File: config.mk
export PLATFORM = sky130hd
export DESIGN_NAME = pixel_fb_writer
export DESIGN_NICKNAME = d
export VERILOG_FILES = /design/src/rtl/gpu_pkg.sv /design/src/rtl/pixel_fifo.sv /design/src/rtl/pixel_fb_writer.sv
export SDC_FILE = /design/constraint.sdc
export NUM_CORES = 1
export LEC_CHECK = 0
export BUFFER_PORTS_ARGS = -buffer_cell sky130_fd_sc_hd__buf_4
export CAP_MARGIN = 25
export CORE_UTILIZATION = 45
export CTS_CLUSTER_DIAMETER = 60
export CTS_CLUSTER_SIZE = 12
export DETAILED_ROUTE_END_ITERATION = 16
export GPL_TIMING_DRIVEN = 0
export HOLD_SLACK_MARGIN = 0.03
export PLACE_DENSITY = 0.75
export REMOVE_ABC_BUFFERS = 1
export SLEW_MARGIN = 20
export SYNTH_ARGS = -nofsm -noshare
export SYNTH_HDL_FRONTEND = slang
export SYNTH_SLANG_ARGS = --single-unit
export TNS_END_PERCENT = 50
File: constraint.sdc
create_clock -name clk -period 3.7 [get_ports clk]
set_input_delay 0.185 -clock clk [delete_from_list [all_inputs] [get_ports clk]]
set_output_delay 0.185 -clock clk [all_outputs]
set_load 0.05 [all_outputs]
File: src/rtl/gpu_pkg.sv
// rtl/gpu_pkg.sv - shared pixel types, framebuffer defaults and write-FSM encoding
package gpu_pkg;

    typedef logic [23:0] color_t;
    typedef logic [7:0]  coord_t;

    typedef struct packed {
        coord_t x;
        coord_t y;
        color_t color;
    } pixel_t;

    localparam int FB_W_DEF       = 160;
    localparam int FB_H_DEF       = 120;
    localparam int ADDR_W_DEF     = 15;
    localparam int FIFO_DEPTH_DEF = 16;

    typedef enum logic {
        WR_IDLE = 1'b0,
        WR_REQ  = 1'b1
    } wr_state_t;

endpackage

File: src/rtl/pixel_fifo.sv
// rtl/pixel_fifo.sv - single-clock show-ahead FIFO for buffered pixels
//
// Ports:
//   clk, rst       clock, asynchronous active-high reset (empties the FIFO)
//   push, wdata    write request and data; ignored while full
//   pop, rdata     read request; rdata always shows the oldest entry
//   full, empty    occupancy flags
//   level          current number of entries (0..DEPTH)
module pixel_fifo #(
    parameter int WIDTH = 40,
    parameter int DEPTH = 16
) (
    input  logic                       clk,
    input  logic                       rst,
    input  logic                       push,
    input  logic [WIDTH-1:0]           wdata,
    input  logic                       pop,
    output logic [WIDTH-1:0]           rdata,
    output logic                       full,
    output logic                       empty,
    output logic [$clog2(DEPTH):0]     level
);

    localparam int PW = $clog2(DEPTH);

    logic [WIDTH-1:0] mem [DEPTH];
    logic [PW-1:0]    wr_ptr;
    logic [PW-1:0]    rd_ptr;
    logic             do_push;
    logic             do_pop;

    assign full    = (level == (PW+1)'(DEPTH));
    assign empty   = (level == '0);
    // A pop in the same cycle never makes room for a push into a full FIFO.
    assign do_push = push && !full;
    assign do_pop  = pop && !empty;
    assign rdata   = mem[rd_ptr];

    always_ff @(posedge clk) begin
        if (do_push) begin
            mem[wr_ptr] <= wdata;
        end
    end

    always_ff @(posedge clk or posedge rst) begin
        if (rst) begin
            wr_ptr <= '0;
            rd_ptr <= '0;
            level  <= '0;
        end else begin
            if (do_push) begin
                wr_ptr <= wr_ptr + PW'(1);
            end
            if (do_pop) begin
                rd_ptr <= rd_ptr + PW'(1);
            end
            case ({do_push, do_pop})
                2'b10:   level <= level + (PW+1)'(1);
                2'b01:   level <= level - (PW+1)'(1);
                default: level <= level;
            endcase
        end
    end

endmodule

File: src/rtl/pixel_fb_writer.sv
// rtl/pixel_fb_writer.sv - clips rasteriser pixels, buffers them and writes them to the framebuffer
//
// Ports:
//   clk, rst                       clock, asynchronous active-high reset
//   in_valid/in_x/in_y/in_color    free-running pixel stream, no backpressure
//   in_done                        rasteriser done level; rising edge closes a shape
//   clr_overflow                   synchronous clear of the sticky overflow flag
//   mem_req/mem_addr/mem_wdata     framebuffer write request, held until mem_ack
//   mem_ack                        write accepted this cycle when mem_req is high
//   fifo_level                     pixel FIFO occupancy
//   overflow                       sticky: a pixel was dropped on a full FIFO
//   clip_cnt                       saturating count of out-of-bounds pixels
//   busy                           work buffered, in flight, or shape close pending
//   drained                        one-cycle pulse when a closed shape is fully written
module pixel_fb_writer
    import gpu_pkg::*;
#(
    parameter int FB_W       = FB_W_DEF,
    parameter int FB_H       = FB_H_DEF,
    parameter int ADDR_W     = ADDR_W_DEF,
    parameter int FIFO_DEPTH = FIFO_DEPTH_DEF
) (
    input  logic                          clk,
    input  logic                          rst,
    input  logic                          in_valid,
    input  logic [7:0]                    in_x,
    input  logic [7:0]                    in_y,
    input  logic [23:0]                   in_color,
    input  logic                          in_done,
    input  logic                          clr_overflow,
    output logic                          mem_req,
    output logic [ADDR_W-1:0]             mem_addr,
    output logic [23:0]                   mem_wdata,
    input  logic                          mem_ack,
    output logic [$clog2(FIFO_DEPTH):0]   fifo_level,
    output logic                          overflow,
    output logic [15:0]                   clip_cnt,
    output logic                          busy,
    output logic                          drained
);

    localparam logic [8:0] FB_W9 = 9'(FB_W);
    localparam logic [8:0] FB_H9 = 9'(FB_H);

    wr_state_t   state;
    pixel_t      in_pix;
    pixel_t      head_pix;
    logic        clipped;
    logic        push_req;
    logic        push;
    logic        drop;
    logic        pop;
    logic        fifo_full;
    logic        fifo_empty;
    logic        done_prev;
    logic        pending_done;
    logic [16:0] head_addr;

    assign in_pix   = '{x: in_x, y: in_y, color: in_color};
    assign clipped  = in_valid && (({1'b0, in_x} >= FB_W9) || ({1'b0, in_y} >= FB_H9));
    assign push_req = in_valid && !clipped;
    assign push     = push_req && !fifo_full;
    assign drop     = push_req && fifo_full;

    // Pop whenever the output register is free: idle, or its write is being accepted.
    assign pop = !fifo_empty && ((state == WR_IDLE) || mem_ack);

    // 255*256+255 fits in 17 bits for every legal FB_W.
    assign head_addr = 17'(head_pix.y) * 17'(FB_W) + 17'(head_pix.x);

    pixel_fifo #(
        .WIDTH ($bits(pixel_t)),
        .DEPTH (FIFO_DEPTH)
    ) u_fifo (
        .clk   (clk),
        .rst   (rst),
        .push  (push),
        .wdata (in_pix),
        .pop   (pop),
        .rdata (head_pix),
        .full  (fifo_full),
        .empty (fifo_empty),
        .level (fifo_level)
    );

    always_ff @(posedge clk or posedge rst) begin
        if (rst) begin
            state     <= WR_IDLE;
            mem_req   <= 1'b0;
            mem_addr  <= '0;
            mem_wdata <= '0;
        end else begin
            case (state)
                WR_IDLE: begin
                    if (!fifo_empty) begin
                        mem_addr  <= ADDR_W'(head_addr);
                        mem_wdata <= head_pix.color;
                        mem_req   <= 1'b1;
                        state     <= WR_REQ;
                    end
                end
                WR_REQ: begin
                    if (mem_ack) begin
                        if (!fifo_empty) begin
                            mem_addr  <= ADDR_W'(head_addr);
                            mem_wdata <= head_pix.color;
                        end else begin
                            mem_req <= 1'b0;
                            state   <= WR_IDLE;
                        end
                    end
                end
            endcase
        end
    end

    always_ff @(posedge clk or posedge rst) begin
        if (rst) begin
            overflow <= 1'b0;
            clip_cnt <= '0;
        end else begin
            if (drop) begin
                overflow <= 1'b1;
            end else if (clr_overflow) begin
                overflow <= 1'b0;
            end
            if (clipped && (clip_cnt != 16'hFFFF)) begin
                clip_cnt <= clip_cnt + 16'd1;
            end
        end
    end

    // A pixel arriving with the done edge is pushed at the same clock edge that
    // sets pending_done, so it is still counted as part of the closing shape.
    assign drained = pending_done && fifo_empty && (state == WR_IDLE) && !push;

    always_ff @(posedge clk or posedge rst) begin
        if (rst) begin
            done_prev    <= 1'b0;
            pending_done <= 1'b0;
        end else begin
            done_prev <= in_done;
            if (in_done && !done_prev) begin
                pending_done <= 1'b1;
            end else if (drained) begin
                pending_done <= 1'b0;
            end
        end
    end

    assign busy = !fifo_empty || mem_req || pending_done;

endmodule
==> summary.md <==
| Metric | Value |
|---|---|
| Status | `completed` |
| Initial DRC count | `1183` |
| MaxCap Viol Count | `0` |
| Global-route wire length before repair | `90.2 mm` |
| Post-layout nets | `1522` |
| Async SR Flop Fraction | `0.102` |
| Clock Tree Root | `clkbuf_16` |
| Worst Path Max Fanout | `8` |
| Clock slew at reported path FFs | `0.06 ns` |
| Gr usage total | `0.198` |
| Setup violators final | `0` |
| Layout cells sized above 1 | `0.346` |
| CP arrival | `4.16 ns` |
| DIE AREA | `62600 µm²` |
| RSZ-0062 raised after global routing | `yes` |
| Max Fclk | `272 MHz` |
| Met2 wire len | `31.2 mm` |
| Cells after synthesis | `1220` |
| # fillers | `4414` |
| Uppermost layer routed | `met5` |
| Yosys reg bits | `713` |
| Core area | `60600 µm²` |
| DP Area | `29900 µm²` |
| Number of cells on the worst reg-to-reg path | `12` |
| Synth area leader | `edfxtp_1` |
| Static Leak | `11.0 nW` |
| Seq/Total Area, Yosys | `0.760` |
| Largest cells by area after synthesis | `edfxtp_1 (69%), mux4_2 (16%), dfrtp_1 (6.6%)` |
| Worst VDD drop | `0.596 mV` |
| Avg Cell Area, Syn | `22.7 µm²` |
| Die width | `250 µm` |
| Minimum clock period | `3.67 ns` |
| Ports | `110` |
| Die Ht | `250 µm` |
| Initial Utilization | `0.457` |
| Place WS | `-0.885 ns` |
| Antenna viol nets, final | `0` |
| Worst Tran Pin Value | `0.702 ns` |
| CP endpoint kind | `flop` |
| Worst setup margin | `0.0253 ns` |
| Post-Layout Inst Area | `33100 µm²` |
| Number of global-route vias before repair | `13846` |
| DRT Pass-1 Iters | `7` |
| Detailed-route via count | `13280` |
| CTS tree | `yes` |
| Worst endpoint required time | `4.19 ns` |
| Via density | `5.81` |
| Largest net degree at the start of global routing | `64` |
| Routability cong. | `0.734` |
| Clk_lat worst skew | `0.61 ns` |
| CTS sink cnt | `713` |
| Final wirelength | `61.2 mm` |
| WL/cell | `26.8 µm` |
| Dpl hpwl | `31.8 mm` |
| Commonest non-fill, non-tap cells in the layout | `edfxtp_1 (640), mux4_2 (200), buf_4 (123)` |
| Row count | `90` |
| Crit Path Class | `reg2reg` |
| Total gr overflow | `0` |
| Max Root-Sink Buffers | `3` |
| Max transition margin | `0.532` |
| Top cell type's share of synthesized area | `0.694` |
| Crit start category | `flop` |
| Met1 wire length | `24.6 mm` |
| H-Tree Level Count | `3` |
| Final hold vios | `0` |
| Max Slew Vio Count | `0` |
| EDFF count, synth | `640` |
| Most common cell after layout, fill and taps aside | `edfxtp_1` |
| # DRC | `0` |
| Met3 wire length | `3.65 mm` |
| Cell variety after synth | `43` |
| TritonCTS Buffers | `71` |
| Worst Clk Skew | `0.0192 ns` |
| PwrDens | `812 nW/µm²` |
| Port Buffer Count | `109` |
| Worst hold path type | `in2async` |
| Ys flop type | `edfxtp_1` |
| Synth warnings | `0` |
| Period Utilization, post-route | `0.993` |
| Synthesized area | `27700 µm²` |
| Synth-to-layout area growth | `19.4%` |
| Antenna violations before repair | `2` |
## path summary, 6_finish.rpt
| kind | from | endpoint | slack, ns |
|---|---|---|---|
| max reg2reg | u_fifo.rd_ptr[0] | mem_addr[14] | 0.03 |
| min in group clk | in_valid | u_fifo.wr_ptr[1] | 0.16 |
| max | u_fifo.rd_ptr[0] | mem_addr[14] | 0.03 |
| max in group asynchronous | rst | mem_wdata[18] | 3.02 |
| min reg2reg | done_prev | pending_done | 0.43 |
| min | rst | mem_wdata[2] | 0.04 |
## stage by stage
stage / cells / utilization / hold slack, ns / total power, W / setup TNS (ns)
after floorplan: 1167 / - / 0.216 / 0.0162 / -179.50
after global placement: 2058 / 0.482 / 0.306 / 0.0171 / -841.52
after detailed placement: 2086 / 0.494 / 0.123 / 0.0188 / -3.92
after CTS: 2280 / 0.543 / 0.0309 / 0.0263 / -0.106
after global routing: 2286 / 0.546 / 0.0406 / 0.0281 / -0.249
final: 2287 / 0.546 / 0.0446 / 0.0269 / 0
## power by group
part	leakage (nW)	internal (W)	switching [W]	total, W
logic	3.34	0.00523	0.00520	0.0104
clock network	0.985	0.00365	0.00296	0.00661
registers	6.63	0.00936	0.000463	0.00983
total	11.0	0.0182	0.00863	0.0269
## Yosys cell counts, drive strengths merged (3+ instances only)
cell    instances
mux2           32
buf            34
xor2           16
xnor2          18
nor2b           5
nor2           14
nand4           8
dfrtp          73
a21oi           9
o21ai          19
mux4          200
nand2          35
ha             25
and2           16
nor3            4
edfxtp        640
clkbuf         19
nor3b           3
fa              3
a21o            4
inv            15
nand3           6
## state kept, by name, indices dropped and copies added, names as in the netlist
| name | flops |
|---|---|
| u_fifo.level | 5 |
| done_prev | 1 |
| u_fifo.mem | 640 |
| u_fifo.wr_ptr | 4 |
| u_fifo.rd_ptr | 4 |
| mem_addr | 15 |
| overflow | 1 |
| mem_wdata | 24 |
| clip_cnt | 16 |
| mem_req | 1 |
| state | 1 |
| pending_done | 1 |
## layout make-up
class	count	area [µm²]	share of cell area
clock buffer	118	1950	0.0590
multi-input combinational	438	6530	0.197
clock inverter	11	121	0.00367
antenna	1	2.50	0.0000756
timing repair buffer	208	2380	0.0719
sequential	713	21100	0.637
inverter	16	66.3	0.00200
tap	782	978	0.0296
## layer usage
layer	vias up	global-route usage
met5	-	0
met4	2	0.0635
met3	124	0.0365
met2	571	0.333
met1	7044	0.263
li1	5539	-
## cells by family after synthesis
| kind of cell | Yosys count | share of synthesized area |
|---|---|---|
| adders and majority gates | 28 | 0.0135 |
| muxes | 233 | 0.176 |
| and+or+nand+nor | 101 | 0.0184 |
| AOI/OAI and AO/OA | 42 | 0.00899 |
| DFF | 713 | 0.760 |
| xor gates and xnor gates | 34 | 0.0108 |
| buffers and inverters | 69 | 0.0126 |
## critical path, cell delays in order (launching register included)
cell and delay (ns):
dfrtp_4 0.48, buf_12 0.17, buf_16 0.13, mux4_2 0.49
mux4_2 0.60, ha_4 0.22, ha_4 0.25, nor2b_2 0.16
a221oi_1 0.50, o311ai_4 0.21, nand4_1 0.15, xnor2_1 0.12
o21ai_1 0.07
## what timing repair did
| action | CTS | global route |
|---|---|---|
| setup endpoints to repair | 10 | 4 |
| hold endpoints to repair | 718 | 0 |
| setup buffers | 13 | 6 |
| gates cloned | 7 | 1 |
| gates resized for setup | 13 | 22 |
| pin swaps | 3 | 15 |
| hold buffers | 45 | 0 |
Power figures use the tool's default switching activity.
